File: config.mk
export PLATFORM = sky130hd
export DESIGN_NAME = node_expander
export DESIGN_NICKNAME = d
export VERILOG_FILES = /design/src/rtl/node_expander.sv
export SDC_FILE = /design/constraint.sdc
export NUM_CORES = 2
export LEC_CHECK = 0
export ABC_CLOCK_PERIOD_IN_PS = 18900
export CAP_MARGIN = 20
export CORE_AREA = 2 2 465 467
export DETAILED_ROUTE_END_ITERATION = 16
export DIE_AREA = 0 0 467 469
export GPL_TIMING_DRIVEN = 0
export PLACE_DENSITY = 0.45
export REMOVE_ABC_BUFFERS = 1
export SKIP_LAST_GASP = 1
export SLEW_MARGIN = 20
export SYNTH_ARGS = -nofsm -noshare
export SYNTH_HDL_FRONTEND = slang
export SYNTH_SLANG_ARGS = --single-unit
export TNS_END_PERCENT = 30
File: constraint.sdc
create_clock -name clk -period 18.9 [get_ports clk]
set_input_delay 2.835 -clock clk [delete_from_list [all_inputs] [get_ports clk]]
set_output_delay 2.835 -clock clk [all_outputs]
set_load 0.02 [all_outputs]
File: src/rtl/node_expander.sv
// Grid node expander: emits the 8-connected successors of one node
// with g/h/f costs, using one obstacle-map read per in-bounds neighbour.
package node_pkg;
    localparam int NODE_XW = 8;
    localparam int NODE_YW = 8;
    localparam int NODE_CW = 16;

    typedef struct packed {
        logic [NODE_XW-1:0] x;
        logic [NODE_YW-1:0] y;
        logic [NODE_CW-1:0] g;
        logic [NODE_CW-1:0] h;
        logic [NODE_CW-1:0] f;
        logic [2:0]         parent_dir;
    } node_array_t;
endpackage

module node_expander
    import node_pkg::*;
#(
    parameter int GRID_W = 256,
    parameter int GRID_H = 256,
    parameter int COST_W = 16,
    parameter int ADDR_W = $clog2(GRID_W * GRID_H)
) (
    input  logic                      clk,
    input  logic                      rst,
    input  node_array_t               node_in,
    input  logic                      node_in_valid,
    output logic                      node_in_ready,
    input  logic [$clog2(GRID_W)-1:0] goal_x,
    input  logic [$clog2(GRID_H)-1:0] goal_y,
    output logic                      map_rd_en,
    output logic [ADDR_W-1:0]         map_rd_addr,
    input  logic                      map_rd_data,
    output node_array_t [15:0]        new_nodes,
    output logic [15:0]               new_nodes_valid,
    output logic                      new_nodes_strobe,
    output logic                      goal_found
);
    localparam int XW = $clog2(GRID_W);
    localparam int YW = $clog2(GRID_H);

    // Direction masks, bit k = neighbour k (E,N,W,S,NE,NW,SW,SE)
    localparam logic [7:0] XP = 8'b1001_0001;
    localparam logic [7:0] XM = 8'b0110_0100;
    localparam logic [7:0] YM = 8'b0011_0010;
    localparam logic [7:0] YP = 8'b1100_1000;
    localparam logic [COST_W-1:0] CMAX = '1;

    typedef enum logic [1:0] {IDLE, READ, DRAIN, EMIT} state_t;

    state_t             state;
    state_t             state_nx;
    logic [2:0]         k;
    logic [XW-1:0]      px;
    logic [YW-1:0]      py;
    logic [COST_W-1:0]  pg;
    logic [7:0]         free;
    logic               goal_q;
    node_array_t [15:0] nodes_q;
    logic [7:0]         valid_q;

    logic [XW-1:0]      nx [8];
    logic [YW-1:0]      ny [8];
    logic [ADDR_W-1:0]  addr [8];
    logic [7:0]         inb;
    logic [7:0]         free_d;
    logic [7:0]         vld;
    node_array_t [15:0] slots;
    logic               accept;
    logic               at_goal;

    function automatic logic [COST_W-1:0] sat_add(
        input logic [COST_W-1:0] a,
        input logic [COST_W-1:0] b
    );
        logic [COST_W:0] s;
        s = {1'b0, a} + {1'b0, b};
        return s[COST_W] ? CMAX : s[COST_W-1:0];
    endfunction

    function automatic logic [COST_W-1:0] heur(
        input logic [XW-1:0] x,
        input logic [YW-1:0] y,
        input logic [XW-1:0] gx,
        input logic [YW-1:0] gy
    );
        logic [31:0] dx;
        logic [31:0] dy;
        logic [31:0] hi;
        logic [31:0] lo;
        logic [31:0] h;
        dx = (x >= gx) ? 32'(x - gx) : 32'(gx - x);
        dy = (y >= gy) ? 32'(y - gy) : 32'(gy - y);
        hi = (dx > dy) ? dx : dy;
        lo = (dx > dy) ? dy : dx;
        h  = 32'd10 * hi + 32'd4 * lo;
        return (h > 32'(CMAX)) ? CMAX : h[COST_W-1:0];
    endfunction

    assign accept  = node_in_valid && node_in_ready;
    assign at_goal = (node_in.x == goal_x) && (node_in.y == goal_y);

    always_comb begin
        for (int i = 0; i < 8; i++) begin
            nx[i] = px;
            ny[i] = py;
            if (XP[i]) nx[i] = px + XW'(1);
            if (XM[i]) nx[i] = px - XW'(1);
            if (YP[i]) ny[i] = py + YW'(1);
            if (YM[i]) ny[i] = py - YW'(1);
            inb[i] = !(XP[i] && px == XW'(GRID_W - 1)) &&
                     !(XM[i] && px == '0) &&
                     !(YP[i] && py == YW'(GRID_H - 1)) &&
                     !(YM[i] && py == '0);
            addr[i] = (ADDR_W'(ny[i]) << XW) | ADDR_W'(nx[i]);
        end
    end

    // The last neighbour's map bit arrives during DRAIN, so merge it live
    always_comb begin
        free_d    = free;
        free_d[7] = inb[7] && !map_rd_data;
        vld[3:0]  = free_d[3:0];
        vld[4]    = free_d[4] && free_d[0] && free_d[1];
        vld[5]    = free_d[5] && free_d[1] && free_d[2];
        vld[6]    = free_d[6] && free_d[2] && free_d[3];
        vld[7]    = free_d[7] && free_d[3] && free_d[0];
        slots     = '0;
        for (int i = 0; i < 8; i++) begin
            if (vld[i]) begin
                slots[i].x = nx[i];
                slots[i].y = ny[i];
                slots[i].g = sat_add(pg, (i < 4) ? COST_W'(10) : COST_W'(14));
                slots[i].h = heur(nx[i], ny[i], goal_x, goal_y);
                slots[i].f = sat_add(slots[i].g, slots[i].h);
                slots[i].parent_dir = 3'(i) ^ 3'd2;
            end
        end
    end

    always_ff @(posedge clk or negedge rst) begin
        if (!rst) state <= IDLE;
        else      state <= state_nx;
    end

    always_comb begin
        state_nx = state;
        unique case (state)
            IDLE:    if (accept && !at_goal) state_nx = READ;
            READ:    if (k == 3'd7) state_nx = DRAIN;
            DRAIN:   state_nx = EMIT;
            EMIT:    state_nx = IDLE;
            default: state_nx = IDLE;
        endcase
    end

    always_comb begin
        node_in_ready    = 1'b0;
        map_rd_en        = 1'b0;
        map_rd_addr      = '0;
        new_nodes_strobe = 1'b0;
        unique case (1'b1)
            (state == IDLE): node_in_ready = 1'b1;
            (state == READ): begin
                map_rd_en   = inb[k];
                map_rd_addr = inb[k] ? addr[k] : '0;
            end
            (state == EMIT): new_nodes_strobe = 1'b1;
            default: ;
        endcase
    end

    assign new_nodes_valid = new_nodes_strobe ? {8'h00, valid_q} : 16'h0000;
    assign new_nodes       = nodes_q;
    assign goal_found      = goal_q;

    always_ff @(posedge clk or negedge rst) begin
        if (!rst) begin
            k       <= '0;
            px      <= '0;
            py      <= '0;
            pg      <= '0;
            free    <= '0;
            goal_q  <= 1'b0;
            nodes_q <= '0;
            valid_q <= '0;
        end else begin
            goal_q <= accept && at_goal;
            if (accept) begin
                px <= node_in.x;
                py <= node_in.y;
                pg <= node_in.g;
                k  <= '0;
            end
            if (state == READ) begin
                k <= k + 3'd1;
                if (k != 3'd0) free[k - 3'd1] <= inb[k - 3'd1] && !map_rd_data;
            end
            if (state == DRAIN) begin
                free    <= free_d;
                nodes_q <= slots;
                valid_q <= vld;
            end
        end
    end
endmodule

# Word-level counts from Yosys, hierarchy flattened
# Cells that the tools add are included.
# word_totals
input_bits	87
out_inout_bits	1108
elab_cells	254
ff_bits	590
# classes
n_mux	72
eq_ne	10
n_bitwise	10
reduce_logical	35
multipliers	8
magnitude_cmp	26
addsub	36
# op_table
operator	count
67-bit 2-to-1 mux	8
32-bit 2-to-1 mux	14
16-bit 2-to-1 mux	22
32-bit adder	8
32-bit by 16-bit greater-than comparator with 1-bit output (second input constant)	8
32-bit greater-than comparator	8
3-bit by 32-bit multiplier with 31-bit output (first input constant)	8
30-bit 2-to-1 mux	8
16-bit by 16-bit adder with 17-bit output	8
16-bit by 8-bit bitwise OR with 16-bit output	8
8-bit by 8-bit subtractor with 9-bit output	12
16-bit binary-select mux with 3-bit select	1
8-bit greater-or-equal comparator	6
16-bit by 4-bit adder with 17-bit output (second input constant)	2
8-bit 2-to-1 mux	4
1-bit logical AND	19
8-bit by 1-bit adder with 8-bit output (second input constant)	2
8-bit equality test	2
8-bit equality test (second input constant)	2
8-bit zero test	2
8-bit by 1-bit subtractor with 8-bit output (second input constant)	2
8-bit bitwise mux	1
3-bit by 4-bit < comparator with 1-bit output (second input constant)	2
2-bit case mux with 4 select lines	1
21 further kinds	39

# Logic depth before layout (Yosys ltp)
# logic_depth
ltp_word	12
mapped_depth	67
ltp_nobuf	63

# Worst setup path after synthesis
# No wires, ideal clock.
# synth_path
path_type	input to register
start	in goal_y[1]
end	reg nodes_q (netlist bit new_nodes[419])
path_slack_ps	3328
arrival_time_ps	15440
path_buffers	5
setup_ps	132
stages	58
required_ps	18768
path_cell_list	inv_1 ha_1 nor2b_1 o21ai_0 a21oi_1 o211a_1 o21ai_0 a21boi_0 a2111oi_0 a2111oi_0 or3b_2 o21ai_0 ha_1 nand4_1 nor2_1 nand4_1 nand4_1 nand3_1 (+22 left out) or4_1 clkbuf_1 buf_2 nor3_1 inv_1 ha_1 nor2b_1 o21a_1 o21ai_0 nand2b_1 a31o_2 a41o_1 o41ai_1 o2111ai_1 a21o_1 clkbuf_1 nor2_1 o2bb2ai_1
# synth_via
elab_chain_cells	11
word_cells_on_any_way	14
# synth_lines
item	line_no	rtl
start, declared	32	input logic [$clog2(GRID_H)-1:0] goal_y,
8-bit by 8-bit subtractor with 9-bit output or 8-bit greater-or-equal comparator (tied branches)	95	dy = (y >= gy) ? 32'(y - gy) : 32'(gy - y);
32-bit 2-to-1 mux (*)	95	
32-bit greater-than comparator	96, 97	
32-bit 2-to-1 mux	96	hi = (dx > dy) ? dx : dy;
3-bit by 32-bit multiplier with 31-bit output	98	h = 32'd10 * hi + 32'd4 * lo;
32-bit adder (*)	98	
32-bit by 16-bit greater-than comparator with 1-bit output	99	return (h > 32'(CMAX)) ? CMAX : h[COST_W-1:0];
16-bit 2-to-1 mux (*)	99	
16-bit by 16-bit adder with 17-bit output (*)	79	s = {1'b0, a} + {1'b0, b};
16-bit 2-to-1 mux (*)	80	return s[COST_W] ? CMAX : s[COST_W-1:0];
67-bit 2-to-1 mux (*)	132	if (vld[i]) begin
end signal, assigned	203	nodes_q <= slots;
end, declared	61	node_array_t [15:0] nodes_q;
# Every way passes the cells marked *; elsewhere a longest branch is shown, timed or not.
# A chain may end at the register's enable or synchronous reset.

# Worst setup path in the final report
# layout_path
start	in goal_x[6]
end	reg nodes_q (netlist bit new_nodes[217])
# layout_via
elab_chain_cells	11
word_cells_on_any_way	14
# layout_lines
item	line_no	rtl
start, declared	31	input logic [$clog2(GRID_W)-1:0] goal_x,
8-bit by 8-bit subtractor with 9-bit output or 8-bit greater-or-equal comparator (tied branches)	94	dx = (x >= gx) ? 32'(x - gx) : 32'(gx - x);
32-bit 2-to-1 mux (*)	94	
32-bit greater-than comparator	96, 97	
32-bit 2-to-1 mux	96	
3-bit by 32-bit multiplier with 31-bit output	98	
32-bit adder (*)	98	
32-bit by 16-bit greater-than comparator with 1-bit output	99	
16-bit 2-to-1 mux (*)	99	
16-bit by 16-bit adder with 17-bit output (*)	79	
16-bit 2-to-1 mux (*)	80	
67-bit 2-to-1 mux (*)	132	
# Marks and branches as above.

==> metrics.txt <==
status completed; synthesized flop and latch total around 570; worst slew pin tran approximately 1.2 ns; Port Buf Inserts between 600 and 700; Achievable Freq 55.5 MHz; Die Wd 467 um; main area contributors after synthesis dfrtp_1, ha_1, buf_4; slowest CP cell clkdlybuf4s50_1; Ports 1195; top-count cell post-synth ha_1; grt total ovfl 0; max-cap violation count 0; CTS tree yes; r2r worst-path depth between 50 and 60; Worst Setup End Kind flop; max incr delay on CP 0.89 ns; DRC viols 0; largest net degree at the start of global routing 125; Vias/cell between 4 and 5; Slew Limit Fails 0; WL final 230000 um; Final Setup Violations 0; Clock Path Buffers 3; Num CTS Buffers 75; Critical Path Start Type input pin; post-DP HPWL around 180000 um; Tcrit/Tclk final 0.953; arrival time at the worst endpoint 18.59 ns; Core Rows 170; crit path kind input pin to flop; Die ar. roughly 220000 sq um; hold path depth 1; Placed Cells around 9600; Main synth FF type dfrtp_1; Cell Area, Synth approximately 55000 sq um; initial antenna violation count 26; DIE HEIGHT approximately 470 um; async set-reset flop share out of synthesis 1.00; DRT iter0 DRCs around 3000; Unique masters post-synth approximately 100; antenna viol nets, final 0; area growth from synthesis to layout 19.4%; CTS clk-pin slew, worst paths approximately 0.060 ns; H-tree depth 3; first-pass GRT wire length roughly 330000 um; Hold Violations, Final 0; Clock Skews around 0.048 ns; drt wl/cell about 23 um; fin crit period around 18 ns; unrepaired setup endpoints after global routing true; gr usage total 0.201; register area share after synthesis 0.255; setup tns final 0 ns; Syn Area/Cell between 8 and 9 sq um; CTS root buffer clkbuf_16; initial core utilization 0.259; TritonRoute pass-1 iters 6; gpl congestion 0.892; vias in the first global route between 40000 and 50000; Slew headroom 0.224; clock sinks around 570; Post-synth EDFFs 0; Final nets approximately 7700; share of layout cells above drive strength 1 0.0670; core box area between 200000 and 250000 sq um; Ys Warns 0; clk_lat worst skew just over 0.7 ns; via count a little under 50000; most instantiated cells after synthesis ha_1, buf_4, dfrtp_1; worst hold slack about 0.48 ns; Yosys top cell by area dfrtp_1; final non-filler cell total a little under 10000; Worst Hold Class flop to flop; Crit Path Max Fanout 16; Synth Instances approximately 6400; Worst path most repeated cell ha_1; Yosys top cell area share 0.255; CP Data Required Time 19.48 ns
## state kept, by name (all words and copies together) (netlist names)
register and cells:
pg 16, free 7, valid_q 6, new_nodes 514
goal_found 1, px 8, k 3, py 8
state 2
## metal layers
layer,track usage,up-vias,share of wire
li1,-,22800,-
met4,0.0617,6,0.031
met1,0.260,23700,0.44
met3,0.0483,258,0.068
met5,0,-,0.00020
met2,0.331,1546,0.46
## through the flow
stage	area, sq um	utilization	setup WS (ns)
6_report	66200	0.310	0.884
5_1_grt	66200	0.310	-0.0272
4_1_cts	66000	0.309	0.104
3_5_place_dp	63400	0.297	-0.628
3_3_place_gp	61900	0.290	-13.66
2_1_floorplan	52300	-	1.97
## final cells by class
cell class,count,area (sq um)
flip-flops and latches,565,14100
diodes,9,22.5
well taps,2838,3550
inverters,393,1490
clock inverters,31,363
clock buffers,106,2200
multi-input cells,5158,37300
fillers,22600,148000
repair buffers,683,7200
## path summary, 6_finish.rpt
path,startpoint,to,slack (ns)
worst max-delay path,goal_x[6],new_nodes[217],0.88
worst min-delay path,new_nodes[313],new_nodes[313],0.48
worst max register to register,py[0],new_nodes[275],1.45
worst min register to register,new_nodes[313],new_nodes[313],0.48
max in group asynchronous,rst,new_nodes[88],14.69
min in group asynchronous,rst,new_nodes[508],2.01
## critical path: cells and delay by family
| family | cells | cell delay (ns) |
|---|---|---|
| buffers and inverters | 7 | 2.05 |
| adder cells (fa/ha/maj) | 9 | 3.01 |
| AND/OR/NAND/NOR | 11 | 2.14 |
| AO/OA/AOI/OAI | 25 | 7.85 |
| multiplexers | 3 | 0.69 |
## timing repair
action,CTS,global route
buffers inserted,0,11
endpoints found under the setup margin,0,128
endpoints found under the hold margin,0,0
gates resized for setup,0,20
hold buffers,0,0
## logic make-up after synthesis
kind of cell    count (synthesis)  share of synthesized area
compound gates               1860                      0.234
xor+xnor                      374                     0.0592
fa+ha+maj                     708                      0.165
buf+inv                      1209                      0.121
flops                         565                      0.255
mux                           194                     0.0362
other cells                     1                  0.0000676
simple gates                 1465                      0.130
## layout by cell type, fill, tap and decap left out, drive strengths merged, types with 34 or more instances in the layout
master and instances:
nand4 41, clkdlybuf4s50 600, xnor2 243, or2 34, a22o 94, fa 36, nor3 76, conb 556
o21ai 289, nand2b 90, o211ai 34, nand3 115, xor2 131, a31o 46, and2 81, a21o 181
mux2 51, clkbuf 107, inv 392, buf 81, nor2b 112, nor2 378, and3 37, o2bb2ai 286
o21bai 66, mux2i 143, dfrtp 565, nand2 385, ha 671, a21oi 454, a211oi 46, o21a 56
a22oi 50
Power is left out: the tool's default activity adds up to more than one toggle a clock period on the data nets, which glitch-free logic cannot reach.
